$ cat src/rtl/regfile_write_arbiter.sv
// -----------------------------------------------------------------------------
// regfile_write_arbiter
//
// Purpose:
//   Merges ALU and load writebacks onto the single Registers_32 write port.
//   Each requester owns a one-entry holding buffer. Each cycle, one valid
//   buffer is granted. The granted entry is written to the register file on
//   the following cycle through registered RegWrite/WriteReg/WriteRegData.
//   An entry that targets register 0 is consumed without a write.
//
// Configuration:
//   REGFILE_WR_ROUND_ROBIN_EN
//     undefined (default) : fixed priority, the Mem buffer beats the Alu buffer
//     defined             : a 1-bit round-robin pointer favours the requester
//                           that was not granted last
//
// Ports:
//   clk          in   1   system clock, rising edge
//   reset_n      in   1   synchronous active-low reset
//   AluValid     in   1   ALU writeback request
//   AluReg       in   5   ALU destination register
//   AluData      in  32   ALU result
//   AluReady     out  1   ALU request accepted this cycle when AluValid=1
//   MemValid     in   1   load writeback request
//   MemReg       in   5   load destination register
//   MemData      in  32   load data
//   MemReady     out  1   load request accepted this cycle when MemValid=1
//   RegWrite     out  1   register-file write enable
//   WriteReg     out  5   register-file write address
//   WriteRegData out 32   register-file write data
//   Idle         out  1   both buffers empty and no write issuing
// -----------------------------------------------------------------------------
module regfile_write_arbiter (
    input  logic        clk,
    input  logic        reset_n,
    input  logic        AluValid,
    input  logic [4:0]  AluReg,
    input  logic [31:0] AluData,
    output logic        AluReady,
    input  logic        MemValid,
    input  logic [4:0]  MemReg,
    input  logic [31:0] MemData,
    output logic        MemReady,
    output logic        RegWrite,
    output logic [4:0]  WriteReg,
    output logic [31:0] WriteRegData,
    output logic        Idle
);

    // Holding buffers
    logic        alu_vld_q, alu_vld_d;
    logic [4:0]  alu_reg_q, alu_reg_d;
    logic [31:0] alu_data_q, alu_data_d;
    logic        mem_vld_q, mem_vld_d;
    logic [4:0]  mem_reg_q, mem_reg_d;
    logic [31:0] mem_data_q, mem_data_d;

    // Register-file write port
    logic        wr_en_q, wr_en_d;
    logic [4:0]  wr_reg_q, wr_reg_d;
    logic [31:0] wr_data_q, wr_data_d;

    logic        grant_alu_s;
    logic        grant_mem_s;
    logic        alu_fire_s;
    logic        mem_fire_s;
    logic [4:0]  sel_reg_s;
    logic [31:0] sel_data_s;

`ifdef REGFILE_WR_ROUND_ROBIN_EN
    // 1 = Alu has priority on the next contended cycle; 0 = Mem has priority
    logic        rr_alu_pri_q, rr_alu_pri_d;

    // Round-robin grant selection
    always_comb begin
        grant_alu_s = 1'b0;
        grant_mem_s = 1'b0;
        if (alu_vld_q && mem_vld_q) begin
            if (rr_alu_pri_q) begin
                grant_alu_s = 1'b1;
            end else begin
                grant_mem_s = 1'b1;
            end
        end else if (mem_vld_q) begin
            grant_mem_s = 1'b1;
        end else if (alu_vld_q) begin
            grant_alu_s = 1'b1;
        end else begin
            grant_mem_s = 1'b0;
        end
    end

    // The pointer moves on every grant, including grants to register 0
    always_comb begin
        rr_alu_pri_d = rr_alu_pri_q;
        if (grant_mem_s) begin
            rr_alu_pri_d = 1'b1;
        end else if (grant_alu_s) begin
            rr_alu_pri_d = 1'b0;
        end else begin
            rr_alu_pri_d = rr_alu_pri_q;
        end
    end

    // Pointer register; reset points at Mem
    always_ff @(posedge clk) begin
        if (!reset_n) begin
            rr_alu_pri_q <= 1'b0;
        end else begin
            rr_alu_pri_q <= rr_alu_pri_d;
        end
    end
`else
    // Fixed-priority grant selection: Mem beats Alu
    always_comb begin
        grant_alu_s = 1'b0;
        grant_mem_s = 1'b0;
        if (mem_vld_q) begin
            grant_mem_s = 1'b1;
        end else if (alu_vld_q) begin
            grant_alu_s = 1'b1;
        end else begin
            grant_mem_s = 1'b0;
        end
    end
`endif

    // Ready depends only on buffer state and grant, never on the request inputs
    assign AluReady   = reset_n & (~alu_vld_q | grant_alu_s);
    assign MemReady   = reset_n & (~mem_vld_q | grant_mem_s);
    assign alu_fire_s = AluValid & AluReady;
    assign mem_fire_s = MemValid & MemReady;

    assign sel_reg_s  = grant_mem_s ? mem_reg_q  : alu_reg_q;
    assign sel_data_s = grant_mem_s ? mem_data_q : alu_data_q;

    // Buffer next state: a same-edge transfer refills, otherwise a grant empties
    always_comb begin
        alu_vld_d  = alu_vld_q;
        alu_reg_d  = alu_reg_q;
        alu_data_d = alu_data_q;
        mem_vld_d  = mem_vld_q;
        mem_reg_d  = mem_reg_q;
        mem_data_d = mem_data_q;
        if (alu_fire_s) begin
            alu_vld_d  = 1'b1;
            alu_reg_d  = AluReg;
            alu_data_d = AluData;
        end else if (grant_alu_s) begin
            alu_vld_d  = 1'b0;
        end else begin
            alu_vld_d  = alu_vld_q;
        end
        if (mem_fire_s) begin
            mem_vld_d  = 1'b1;
            mem_reg_d  = MemReg;
            mem_data_d = MemData;
        end else if (grant_mem_s) begin
            mem_vld_d  = 1'b0;
        end else begin
            mem_vld_d  = mem_vld_q;
        end
    end

    // Write port next state: register 0 grants are dropped and the address/data hold
    always_comb begin
        wr_en_d   = (grant_mem_s | grant_alu_s) & (sel_reg_s != 5'd0);
        wr_reg_d  = wr_reg_q;
        wr_data_d = wr_data_q;
        if (wr_en_d) begin
            wr_reg_d  = sel_reg_s;
            wr_data_d = sel_data_s;
        end else begin
            wr_reg_d  = wr_reg_q;
            wr_data_d = wr_data_q;
        end
    end

    // State registers with synchronous active-low reset
    always_ff @(posedge clk) begin
        if (!reset_n) begin
            alu_vld_q  <= 1'b0;
            alu_reg_q  <= 5'd0;
            alu_data_q <= 32'd0;
            mem_vld_q  <= 1'b0;
            mem_reg_q  <= 5'd0;
            mem_data_q <= 32'd0;
            wr_en_q    <= 1'b0;
            wr_reg_q   <= 5'd0;
            wr_data_q  <= 32'd0;
        end else begin
            alu_vld_q  <= alu_vld_d;
            alu_reg_q  <= alu_reg_d;
            alu_data_q <= alu_data_d;
            mem_vld_q  <= mem_vld_d;
            mem_reg_q  <= mem_reg_d;
            mem_data_q <= mem_data_d;
            wr_en_q    <= wr_en_d;
            wr_reg_q   <= wr_reg_d;
            wr_data_q  <= wr_data_d;
        end
    end

    assign RegWrite     = wr_en_q;
    assign WriteReg     = wr_reg_q;
    assign WriteRegData = wr_data_q;
    assign Idle         = ~alu_vld_q & ~mem_vld_q & ~wr_en_q;

endmodule

$ cat config.mk
export PLATFORM = sky130hd
export DESIGN_NAME = regfile_write_arbiter
export DESIGN_NICKNAME = d
export VERILOG_FILES = /design/src/rtl/regfile_write_arbiter.sv
export SDC_FILE = /design/constraint.sdc
export NUM_CORES = 1
export LEC_CHECK = 0
export CAP_MARGIN = 20
export CORE_MARGIN = 5
export CORE_UTILIZATION = 49
export DETAILED_ROUTE_END_ITERATION = 16
export PLACE_DENSITY = 0.8
export REMOVE_ABC_BUFFERS = 1
export SLEW_MARGIN = 25
export SYNTH_ARGS = -nofsm -noshare
export SYNTH_HDL_FRONTEND = slang
export SYNTH_SLANG_ARGS = --single-unit
export TNS_END_PERCENT = 1
$ cat constraint.sdc
create_clock -name clk -period 2.25 [get_ports clk]
set_input_delay 0.3375 -clock clk [delete_from_list [all_inputs] [get_ports clk]]
set_output_delay 0.3375 -clock clk [all_outputs]
set_load 0.05 [all_outputs]
==> flow_summary.json <==
{
  "placed_area_sq_mm": 0.00588,
  "grt_usage_pct": 20.5,
  "path_clk_slew_ps": 50,
  "netlist_area_sq_mm": 0.00463,
  "finalSetupViolations": 0,
  "p_sw_share_pct": 27.3,
  "pwr-share-seq_pct": 38.7,
  "dieArea_sq_mm": 0.0115,
  "syn_to_final_growth_pct": 39.1,
  "cts_resized": 0,
  "vias_per_cell": 5.15,
  "crit_path_max_fanout": 24,
  "stdcell_count": 754,
  "firstDrtPassIters": 5,
  "synth-seq-cells": 114,
  "yosys_warnings": 0,
  "avgSynthCellArea_sq_um": 9.21,
  "clk_latency_ps": 500,
  "numCtsBuffers": 17,
  "leakage_nw": 2.74,
  "worstPathRequired_ps": 1910,
  "stdcell_area_sq_mm": 0.00644,
  "insertedDiodeCount": 0,
  "core-area_sq_mm": 0.00924,
  "fillers": 707,
  "die_h_um": 107,
  "cts_tree": "yes",
  "slew_viol_final": 0,
  "critical_path_class": "flop to output port",
  "p_comb_share_pct": 19.0,
  "max_freq_mhz": 487,
  "start_util_pct": 50.1,
  "max_cap_violations": 0,
  "cts_buffer_depth": 2,
  "seq_area_frac_synth_pct": 49.3,
  "arrival_ps": 1720,
  "slew_headroom_pct": 65.6,
  "first_global_vias": 4036,
  "critPathCaptureType": "output port",
  "ir_worst_vdd_mv": 0.591,
  "status": "complete, no violations",
  "rows": 35,
  "fin_skew_ps": 12.7,
  "seqCellArea_sq_mm": 0.00228,
  "drc_errors": 0,
  "port_buffers": 118,
  "gpl.final_weighted_congestion": 0.740,
  "post_cts.repair.setup_buffers": 0,
  "drtIter0Drc": 185,
  "hold_class": "input port to flop",
  "io_pins": 119,
  "ys_types": 26,
  "power_switching_mw": 1.63,
  "vias": 3884,
  "nets": 690,
  "postCtsHoldBufs": 0,
  "drt-total-wl_um": 11900,
  "placedCellCount": 722,
  "min_period_over_period_pct": 91.2,
  "htree_levels": 4,
  "grt_max_degree": 116,
  "root_buffer": "clkbuf_8",
  "powerDensity_mw_per_mm2": 927,
  "hold_violations": 0,
  "wire_per_inst_um": 15.8,
  "grt_pass1_wl_um": 18800,
  "die_x_um": 107,
  "antenna_found_initial": 0,
  "ant_nets": 0,
  "hpwl_um": 7810,
  "drive_above_1_share_pct": 9.92,
  "synthCells": 503,
  "layout_common_cells": "dfxtp_1 (113), clkdlybuf4s50_1 (113), nand2_1 (75), nor2b_1 (48)",
  "p_int_mw": 4.34,
  "finalCriticalPeriod_ps": 2050,
  "critPathLaunchType": "flop",
  "worstMarginPinSlew_ps": 514,
  "multi_input_area_sq_mm": 0.00202,
  "grt-ovfl-total": 0,
  "rsz0062_at_grt": "false",
  "cts_sinks": 114,
  "p_clk_share_pct": 42.3
}
## final timing paths
kind | start | slack [ps] | endpoint | depth (start not counted)
setup / recovery | mem_vld_q | 200 | AluReady | 4
hold / removal | AluData[20] | 370 | alu_data_q[20] | 3
setup reg to reg | mem_vld_q | 450 | alu_data_q[0] | 7
hold reg to reg | alu_data_q[5] | 450 | alu_data_q[5] | 2
## Yosys cell counts
library cell,instances,area [sq um]
nand2b_1,1,6.26
nand2b_4,1,13.8
mux2i_1,37,370
nor4b_4,1,23.8
nand2_1,75,282
and2_1,3,18.8
buf_1,1,3.75
o221a_2,12,135
o2bb2a_4,1,20.0
a21oi_1,36,180
dfxtp_1,114,2280
inv_1,26,97.6
buf_6,6,67.6
o21a_1,1,7.51
o31ai_1,1,7.51
nor2_1,37,139
nor3_1,1,5.00
nand3_1,37,185
clkbuf_1,21,78.8
o221a_1,24,270
buf_2,10,50.1
a21boi_0,3,22.5
nor2b_1,48,300
nor4_2,1,12.5
buf_4,4,30.0
o31ai_4,1,21.3
## power groups by stage
stage / clock network [mW] / registers [mW] / logic (mW)
floorplan: 0 / 2.62 / 0.346
global placement: 0 / 2.34 / 1.11
detailed placement: 0 / 2.35 / 1.13
CTS: 2.54 / 2.31 / 1.14
global route: 2.64 / 2.33 / 1.20
finish: 2.53 / 2.31 / 1.13
## flip-flops by register name (all words and copies together), names as in the netlist
| name | flops |
|---|---|
| alu_vld_q | 1 |
| mem_reg_q | 5 |
| WriteRegData | 32 |
| mem_data_q | 32 |
| WriteReg | 5 |
| RegWrite | 1 |
| alu_data_q | 32 |
| alu_reg_q | 5 |
| mem_vld_q | 1 |
## critical path, cell delays in order, from the launching register on
cell and delay [ps]:
dfxtp_2 450, buf_4 320, a21boi_0 130, buf_4 170
buf_12 140
## final cells by class
| type | count | area share (%) |
|---|---|---|
| Inverter | 26 | 1.52 |
| Sequential cell | 114 | 35.5 |
| Timing Repair Buffer | 132 | 20.5 |
| Clock buffer | 27 | 7.48 |
| Tap cell | 129 | 2.51 |
| Multi-Input combinational cell | 321 | 31.4 |
| Clock inverter | 5 | 1.17 |
## layer usage
metal	wire, um	GRT usage [%]	up-vias
met5	0	0	-
met4	41	3.84	0
met3	613	6.86	6
met2	6140	36.3	100
met1	5130	24.2	1855
li1	-	-	1923
## cells by family after synthesis
group	share of synthesized area, %
AO/OA/AOI/OAI	14.3
buffers and inverters	7.08
AND/OR/NAND/NOR	21.3
flip-flops	49.3
multiplexers	8.00
## stage by stage
step           hold WS [ps]  setup TNS, ps  setup slack, ps  util, %  power [mW]
2_1_floorplan           434         -60440            -1180        -        2.97
3_3_place_gp            442              0              584     63.7        3.45
3_5_place_dp            448              0              498     63.7        3.48
4_1_cts                 351              0              192     69.7        5.99
5_1_grt                 361              0              114     69.7        6.17
6_report                374              0              197     69.7        5.97
(Power assumes the default switching activity.)
